File: src/rtl/alu_issue_pkg.sv
// alu_issue_pkg: ALU control codes, opcodes, decoded-entry type and funct3 mapping
package alu_issue_pkg;
  localparam logic [3:0] ALU_SLL  = 4'd0;
  localparam logic [3:0] ALU_SRL  = 4'd1;
  localparam logic [3:0] ALU_SRA  = 4'd2;
  localparam logic [3:0] ALU_ADD  = 4'd3;
  localparam logic [3:0] ALU_SUB  = 4'd4;
  localparam logic [3:0] ALU_XOR  = 4'd5;
  localparam logic [3:0] ALU_OR   = 4'd6;
  localparam logic [3:0] ALU_AND  = 4'd7;
  localparam logic [3:0] ALU_SLT  = 4'd8;
  localparam logic [3:0] ALU_SLTU = 4'd9;
  localparam logic [3:0] ALU_LUI  = 4'd10;
  localparam logic [6:0] OPC_OP    = 7'b0110011;
  localparam logic [6:0] OPC_OPIMM = 7'b0010011;
  localparam logic [6:0] OPC_LUI   = 7'b0110111;
  localparam logic [6:0] OPC_AUIPC = 7'b0010111;
  typedef struct packed {
    logic [3:0]  alu_ctrl;
    logic [31:0] operand1;
    logic [31:0] operand2;
    logic [4:0]  rd;
    logic        reg_write;
    logic        illegal;
  } entry_t;
  localparam entry_t ENTRY_RST = {ALU_ADD, 71'd0};
  function automatic logic [3:0] alu_of(input logic [2:0] f3, input logic alt, input logic sub_ok);
    case (f3)
      3'b000:  return (alt && sub_ok) ? ALU_SUB : ALU_ADD;
      3'b001:  return ALU_SLL;
      3'b010:  return ALU_SLT;
      3'b011:  return ALU_SLTU;
      3'b100:  return ALU_XOR;
      3'b101:  return alt ? ALU_SRA : ALU_SRL;
      3'b110:  return ALU_OR;
      default: return ALU_AND;
    endcase
  endfunction
endpackage

File: src/rtl/alu_issue_decode.sv
// alu_issue_decode: combinational RV32I integer-ALU decode into an issue entry
module alu_issue_decode
  import alu_issue_pkg::*;
(
  input  logic [31:0] instr,
  input  logic [31:0] pc,
  input  logic [31:0] rs1_data,
  input  logic [31:0] rs2_data,
  output entry_t      dec
);
  logic [2:0] f3;
  logic [6:0] f7;
  logic shift, sh_ok;
  assign f3 = instr[14:12];
  assign f7 = instr[31:25];
  assign shift = f3 == 3'b001 || f3 == 3'b101;
  assign sh_ok = f7 == 7'b0000000 || (f3 == 3'b101 && f7 == 7'b0100000);
  always_comb begin
    dec = ENTRY_RST;
    dec.rd = instr[11:7];
    case (instr[6:0])
      OPC_OP: begin
        dec.alu_ctrl = alu_of(f3, instr[30], 1'b1);
        dec.operand1 = rs1_data;
        dec.operand2 = rs2_data;
      end
      OPC_OPIMM: if (shift && !sh_ok) dec.illegal = 1'b1;
      else begin
        dec.alu_ctrl = alu_of(f3, instr[30], 1'b0);
        dec.operand1 = rs1_data;
        dec.operand2 = shift ? {27'd0, instr[24:20]} : {{20{instr[31]}}, instr[31:20]};
      end
      OPC_LUI: begin
        dec.alu_ctrl = ALU_LUI;
        dec.operand2 = {instr[31:12], 12'h000};
      end
      OPC_AUIPC: begin
        dec.operand1 = pc;
        dec.operand2 = {instr[31:12], 12'h000};
      end
      default: dec.illegal = 1'b1;
    endcase
    dec.reg_write = !dec.illegal && dec.rd != 5'd0;
  end
endmodule

File: src/rtl/alu_issue.sv
// alu_issue: decode-to-ALU issue buffer with valid/ready handshakes and flush
// ALU_ISSUE_SKID_EN selects a 2-entry skid buffer with registered in_ready.
module alu_issue
  import alu_issue_pkg::*;
(
  input  logic        clk,
  input  logic        rst,
  input  logic        in_valid,
  output logic        in_ready,
  input  logic [31:0] instr,
  input  logic [31:0] pc,
  input  logic [31:0] rs1_data,
  input  logic [31:0] rs2_data,
  output logic        out_valid,
  input  logic        out_ready,
  output logic [3:0]  alu_ctrl,
  output logic [31:0] operand1,
  output logic [31:0] operand2,
  output logic [4:0]  rd,
  output logic        reg_write,
  output logic        illegal,
  input  logic        flush
);
  entry_t dec, q;
  logic acc;
  alu_issue_decode u_dec (.instr(instr), .pc(pc), .rs1_data(rs1_data), .rs2_data(rs2_data), .dec(dec));
  assign acc = in_valid && in_ready;
  assign {alu_ctrl, operand1, operand2, rd, reg_write, illegal} = q;
`ifdef ALU_ISSUE_SKID_EN
  entry_t skid;
  logic skid_valid;
  // the skid slot fills only while the output is stalled, so it alone marks "full"
  assign in_ready = !rst && !skid_valid;
  always_ff @(posedge clk)
    if (rst) begin
      q <= ENTRY_RST;
      out_valid <= 1'b0;
      skid_valid <= 1'b0;
    end else if (flush) begin
      out_valid <= 1'b0;
      skid_valid <= 1'b0;
    end else if (!out_valid || out_ready) begin
      if (skid_valid) q <= skid;
      else if (acc) q <= dec;
      out_valid <= skid_valid || acc;
      skid_valid <= 1'b0;
    end else if (acc) begin
      skid <= dec;
      skid_valid <= 1'b1;
    end
`else
  assign in_ready = !rst && (!out_valid || out_ready);
  always_ff @(posedge clk)
    if (rst) begin
      q <= ENTRY_RST;
      out_valid <= 1'b0;
    end else if (flush) out_valid <= 1'b0;
    else if (!out_valid || out_ready) begin
      out_valid <= acc;
      if (acc) q <= dec;
    end
`endif
endmodule
File: config.mk
export PLATFORM = sky130hd
export DESIGN_NAME = alu_issue
export DESIGN_NICKNAME = d
export VERILOG_FILES = /design/src/rtl/alu_issue_pkg.sv /design/src/rtl/alu_issue_decode.sv /design/src/rtl/alu_issue.sv
export SDC_FILE = /design/constraint.sdc
export NUM_CORES = 1
export LEC_CHECK = 0
export ABC_AREA = 0
export BUFFER_PORTS_ARGS = -buffer_cell sky130_fd_sc_hd__buf_2
export CORE_UTILIZATION = 49
export DETAILED_ROUTE_END_ITERATION = 7
export PLACE_DENSITY = 0.86
export SLEW_MARGIN = 20
export SYNTH_ARGS = -nofsm -noshare
export SYNTH_HDL_FRONTEND = slang
export SYNTH_HIERARCHICAL = 1
export SYNTH_SLANG_ARGS = --single-unit
export TNS_END_PERCENT = 20
File: constraint.sdc
create_clock -name clk -period 4.1 [get_ports clk]
set_clock_uncertainty 0.15 [all_clocks]
set_input_delay 0.41 -clock clk [delete_from_list [all_inputs] [get_ports clk]]
set_output_delay 0.41 -clock clk [all_outputs]
set_load 0.005 [all_outputs]
==> metrics.md, run 1 <==
| Metric | Value |
|---|---|
| Minimum hold slack | between 0.1 and 0.15 ns |
| Number of global-route vias before repair | ~3,800 |
| Leakage power | between 2 and 3 nW |
| Fill count | approximately 670 |
| Worst reg2reg path startpoint | out_valid |
| CTS hold repair buffers | 0 |
| Post-cts gate resize count | 0 |
| Unrepaired setup endpoints after global routing | false |
| Fin Setup TNS | 0 ns |
| Total vias in the final route | 4,115 |
| CP Max Fanout | just under 80 |
| Initial core utilization | between 50% and 60% |
| Via density | slightly above 6 |
| Mapped Nets | 534 |
| Worst IR drop on VDD | ~0.23 mV |
| Count of TritonRoute iterations in the first routing pass | 5 |
| EDFF count, synth | 0 |
| Final Critical Period | ~2.6 ns |
| CP startpoint kind | flop |
| GPL Wtd Cong | 0.870 |
| Endpoint of the lowest-slack register-to-register path | alu_ctrl[1] |
| Number of antenna violations at the first check in global routing | 2 |
| Area enclosed by the die boundary | about 0.0085 mm2 |
| Total count of max-transition violations in the final report | 0 |
| Data arrival time of the critical path | about 2.6 ns |
| Largest net degree at the start of global routing | 79 |
| FF-to-FF path depth | 4 |
| Worst EP required | approximately 4.2 ns |
| Fraction of the yosys area taken by sequential cells | 38.2% |
| Period utilisation layout | 62.2% |
| Number of synthesized register bits | 76 |
| TritonCTS clock tree | done |
| Final wirelength | approximately 13,000 um |
| Critical path endpoint category | flop |
| Critical path destination | alu_ctrl[1] |
| Wire length of the first global-routing pass | ~19,000 um |
| Final antenna-violating net count | 0 |
| Area growth from synthesis to layout | 29.2% |
| Post-CTS clock slew at the launch and capture registers of the worst setup and hold paths | ~0.07 ns |
| Number of setup violations in the final report | 0 |
| Async set or reset register ratio after synthesis | 0% |
| Share of layout cells above drive strength 1 | a little under half |
| Setup slack of the worst register-to-register path | 1.55 ns |
| Floorplan die height | between 90 and 100 um |
| # placed instances | between 600 and 700 |
| Number of sinks handled by clock tree synthesis | 76 |
| Synthesized area divided by synthesized cell count | between 9 and 10 um2 |
| Ports | 210 |
| Total cell area at the placement stage | a little under 0.005 mm2 |
| Most common cell after layout, fill and taps aside | sky130_fd_sc_hd__buf_2 |
| Placeable core region | between 0.007 and 0.008 mm2 |
| Worst-case headroom to the max-slew limit | 39.1% |
| Drt wl/cell | 18.5 um |
| # diodes | 0 |
| Latest clock arrival within the worst-skew pair | 0.34 ns |
| Max-cap viol count | 0 |
| Post-Syn Area | 0.00398 mm2 |
| Overflow left after global routing | 0 |
| Final std cell area, no fill | around 0.005 mm2 |
| Achievable clock frequency | a little under 400 MHz |
| Maximum root-to-sink buffer count | 2 |
| Number of cells in the finished layout apart from fillers | a little under 700 |
| Count of warnings emitted by yosys | 6 |
| Commonest cells after routing, fill and taps aside | sky130_fd_sc_hd__buf_2 (209), sky130_fd_sc_hd__and3_1 (76), sky130_fd_sc_hd__dfxtp_1 (76) |
| DRC errors left | 0 |
| Worst Path Class, Setup | reg -> reg |
| Die X-Extent | ~92 um |
| Half-perimeter wire length after detailed placement | 8550 um |
| Cell count after synthesis | between 400 and 500 |
| Worst setup path start | out_valid |
| Clk root buf | sky130_fd_sc_hd__clkbuf_8 |
| Total track usage | between 20 and 30% |
| Detailed Route Iter0 Violations | slightly below 200 |
| Result of the run | finished clean |
| H-tree levels | 3 |
| Fin nets | between 700 and 800 |
| CTS buffer count | 9 |
| Hold Crit Class | in -> reg |
| Total power after layout | between 0.0015 and 0.002 W |
| Number of rows in the core area | 32 |
| Count of unique library cells instantiated by Yosys | 43 |
| Buffers inserted during post-CTS setup optimization | 0 |
| Port Buf Inserts | roughly 210 |
| Final hold violation count | 0 |
| PwrDens | ~310 mW/mm2 |
| Slew at the pin with the worst max-slew slack | 0.911 ns |
| Most used DFF post-synth | sky130_fd_sc_hd__dfxtp_1 |
[metal layers]
| metal | track usage, % | vias up | routed length, um |
|---|---|---|---|
| met3 | 9.37 | 33 | 1110 |
| li1 | - | 1921 | - |
| met4 | 11.8 | 4 | 318 |
| met2 | 48.3 | 194 | 6160 |
| met1 | 32.8 | 1963 | 4970 |
| met5 | 0 | - | 23 |
[area by class of cell]
class,instances,area (um2),share of cell area [%]
multi-input cells,266,2150,41.7
flip-flops and latches,76,1520,29.6
well taps,102,128,2.48
repair buffers,214,1080,21.1
clock inverters,5,100,1.95
inverters,7,26.3,0.511
clock buffers,10,138,2.68
[registers in the layout, indices dropped and copies added, names as in the netlist]
signal and flops:
operand1 32, operand2 32, rd 5, alu_ctrl 4
illegal 1, out_valid 1, reg_write 1
[worst min path at each step]
stage	cells after the start	to	from	slack, ns
final	2	out_valid	flush	0.13
after global routing	2	out_valid	flush	0.12
after CTS	2	out_valid	flush	0.12
after detailed placement	1	alu_ctrl[0]	alu_ctrl[0]	0.30
after global placement	1	alu_ctrl[0]	alu_ctrl[0]	0.29
after floorplan	1	alu_ctrl[0]	alu_ctrl[0]	0.31
[cells by family (layout without fill, tap and decap cells)]
group	after synthesis	count (layout)	share of synthesized area, %
compound gates	156	156	34.6
buf+inv	59	236	8.23
simple gates	109	109	18.7
flops	76	76	38.2
mux	1	1	0.251
[worst max-delay path, cell delays in order, from the launching register on]
cell and delay [ns]:
sky130_fd_sc_hd__dfxtp_1 0.34, sky130_fd_sc_hd__nand2b_4 0.51, sky130_fd_sc_hd__nand2_2 0.59, sky130_fd_sc_hd__buf_4 0.47
sky130_fd_sc_hd__a211o_1 0.35
[power by group]
part / internal [W] / total (W) / switching [W]
combinational: 0.0000739 / 0.000169 / 0.0000951
sequential: 0.000744 / 0.000748 / 0.00000364
clock: 0.000415 / 0.000684 / 0.000269
total: 0.00123 / 0.00160 / 0.000368
[through the flow]
stage | setup slack (ns) | util [%]
floorplan | 2.13 | -
global placement | 1.40 | 62.8
detailed placement | 1.35 | 62.8
CTS | 1.58 | 65.9
global route | 1.39 | 65.9
finish | 1.55 | 65.9
[synth_stat cells (6+ instances only)]
| cell | number | area [um2] |
|---|---|---|
| sky130_fd_sc_hd__a22o_1 | 43 | 377 |
| sky130_fd_sc_hd__buf_4 | 7 | 52.6 |
| sky130_fd_sc_hd__inv_1 | 7 | 26.3 |
| sky130_fd_sc_hd__a31o_2 | 23 | 201 |
| sky130_fd_sc_hd__a31o_1 | 50 | 438 |
| sky130_fd_sc_hd__dfxtp_1 | 76 | 1520 |
| sky130_fd_sc_hd__buf_6 | 8 | 90.1 |
| sky130_fd_sc_hd__a221o_1 | 19 | 190 |
| sky130_fd_sc_hd__a21oi_1 | 6 | 30.0 |
| sky130_fd_sc_hd__buf_2 | 16 | 80.1 |
| sky130_fd_sc_hd__clkbuf_1 | 20 | 75.1 |
| sky130_fd_sc_hd__and3_1 | 76 | 475 |
| sky130_fd_sc_hd__nor2_1 | 8 | 30.0 |
No activity file was read; power rests on OpenSTA's default activity.
==> run 2, diff against run 1 <==
CORE_UTILIZATION = 46   (was 49)
PLACE_DENSITY = 0.81   (was 0.86)
clock period = 2.62 ns   (was 4.1 ns; I/O delays follow)
==> run 2 against run 1 <==
Compared with the run above:
- non-clock buffer count rose by 8
- largest cell class unchanged
- critical endpoint is now in_ready
- critical path type is now reg -> out
- utilization fell by 2.5 points
- sequential power rose by 56%
==> metrics.md, run 2 (same netlist as run 1, synthesis figures left out) <==
| Metric | Value |
|---|---|
| Data arrival time of the critical path | between 1.5 and 2 ns |
| Hold Crit Class | in -> reg |
| Post-CTS clock slew at the launch and capture registers of the worst setup and hold paths | roughly 0.080 ns |
| GPL Wtd Cong | roughly 0.8 |
| Count of TritonRoute iterations in the first routing pass | 5 |
| Cell breakdown of the critical path | nand2b_4, buf_4, and2_1, buf_2 |
| Ports | 210 |
| Number of rows in the core area | 33 |
| Most common cell after layout, fill and taps aside | sky130_fd_sc_hd__buf_2 |
| Number of sinks handled by clock tree synthesis | 76 |
| FF-to-FF path depth | 4 |
| Area growth from synthesis to layout | 32.2% |
| Final setup margin | ~0.52 ns |
| Drt wl/cell | 18.1 um |
| Met2 layer wire length in the routed design | ~6100 um |
| Worst IR drop on VDD | 0.276 mV |
| Maximum root-to-sink buffer count | 2 |
| Final std cell area, no fill | 0.00526 mm2 |
| TritonCTS clock tree | done |
| Fill count | around 740 |
| CP startpoint kind | flop |
| Share of layout cells above drive strength 1 | a little under half |
| Post-Place Worst Slack | ~0.19 ns |
| Critical path endpoint category | primary output |
| Achievable clock frequency | 476 MHz |
| Leakage power | approximately 2.8 nW |
| Via density | between 5 and 6 |
| Area enclosed by the die boundary | ~0.009 mm2 |
| Top Layer Used | met4 |
| Largest net degree at the start of global routing | 76 |
| Detailed-routed wire length on met3 | around 1100 um |
| Wire length of the first global-routing pass | roughly 19,000 um |
| Worst EP required | around 2.2 ns |
| Max-cap viol count | 0 |
| Overflow left after global routing | 0 |
| Number of global-route vias before repair | 3,857 |
| Latest clock arrival within the worst-skew pair | around 0.35 ns |
| Finished Core Util | ~63% |
| Number of antenna violations at the first check in global routing | 0 |
| WL met1 | 5040 um |
| Area occupied by multi-input gates | 0.00215 mm2 |
| Slew at the pin with the worst max-slew slack | 0.753 ns |
| Initial core utilization | 48.0% |
| Register cell area after layout | 0.00152 mm2 |
| Slowest cell delay on critical path | between 0.3 and 0.4 ns |
| Fin nets | 715 |
| Fin Setup TNS | 0 ns |
| Total vias in the final route | roughly 4,100 |
| Detailed Route Iter0 Violations | roughly 230 |
| Die X-Extent | about 95 um |
| Period utilisation layout | about four fifths |
| Final hold violation count | 0 |
| Buffers inserted during post-CTS setup optimization | 0 |
| Total cell area at the placement stage | between 0.004 and 0.005 mm2 |
| PwrDens | 501 mW/mm2 |
| Commonest cells after routing, fill and taps aside | sky130_fd_sc_hd__buf_2 (209), sky130_fd_sc_hd__and3_1 (76), sky130_fd_sc_hd__dfxtp_1 (76) |
| H-tree levels | 3 |
| Total track usage | between 20% and 30% |
| Clk root buf | sky130_fd_sc_hd__clkbuf_8 |
| Total count of max-transition violations in the final report | 0 |
| Half-perimeter wire length after detailed placement | between 8000 and 9000 um |
| Final antenna-violating net count | 0 |
| Placeable core region | ~0.0083 mm2 |
| Worst-case headroom to the max-slew limit | around 50% |
| # diodes | 0 |
| Minimum hold slack | 0.0617 ns |
| Port Buf Inserts | about 210 |
| CTS buffer count | 9 |
| Worst Path Class, Setup | reg -> out |
| Result of the run | finished clean |
| CP Max Fanout | 41 |
| DRC errors left | 0 |
| Cell depth of the worst hold path | 2 |
| Final Critical Period | between 2 and 2.5 ns |
| Final wirelength | between 10,000 and 15,000 um |
| Floorplan die height | 95.0 um |
| Critical path's slowest cell | sky130_fd_sc_hd__buf_4 |
| Number of setup violations in the final report | 0 |
| Unrepaired setup endpoints after global routing | false |
==> run 2: worst max-delay path: cells and delay by family (launching register included) <==
kind / cells / cell delay [ns]
flops: 1 / 0.34
buf+inv: 2 / 0.50
simple gates: 2 / 0.47
==> run 2: path summary, 6_finish.rpt <==
kind	from	to	slack [ns]
max reg2reg	out_valid	out_valid	0.64
max	out_valid	in_ready	0.52
min	rst	alu_ctrl[1]	0.06
min reg2reg	alu_ctrl[0]	alu_ctrl[0]	0.31
==> run 2: area by class of cell <==
| class | instances | share of cell area, % |
|---|---|---|
| multi-input combinational | 266 | 40.8 |
| inverter | 7 | 0.499 |
| clock inverter | 6 | 2.57 |
| timing repair buffer | 222 | 22.1 |
| tap | 105 | 2.50 |
| sequential | 76 | 28.9 |
| clock buffer | 10 | 2.61 |
==> run 2: through the flow <==
stage	std cells	power, W
2_1_floorplan	401	0.00132
3_3_place_gp	673	0.00146
3_5_place_dp	673	0.00147
4_1_cts	691	0.00265
5_1_grt	692	0.00273
6_report	692	0.00264
==> run 2: layer usage <==
layer | vias up | track usage, %
met2 | 205 | 46.2
met5 | - | 0
met1 | 1971 | 32.5
met4 | 0 | 10.1
li1 | 1941 | -
met3 | 22 | 8.05
==> run 2: where the power goes <==
part / switching [W] / internal, W
clock: 0.000440 / 0.000755
sequential: 0.00000546 / 0.00116
combinational: 0.000151 / 0.000122
total: 0.000597 / 0.00204
==> run 2: timing repair <==
action                                  CTS  global route
gates resized for setup                   0             0
hold buffers                              2             0
hold endpoints to repair                  1             0
endpoints found under the setup margin    0             0
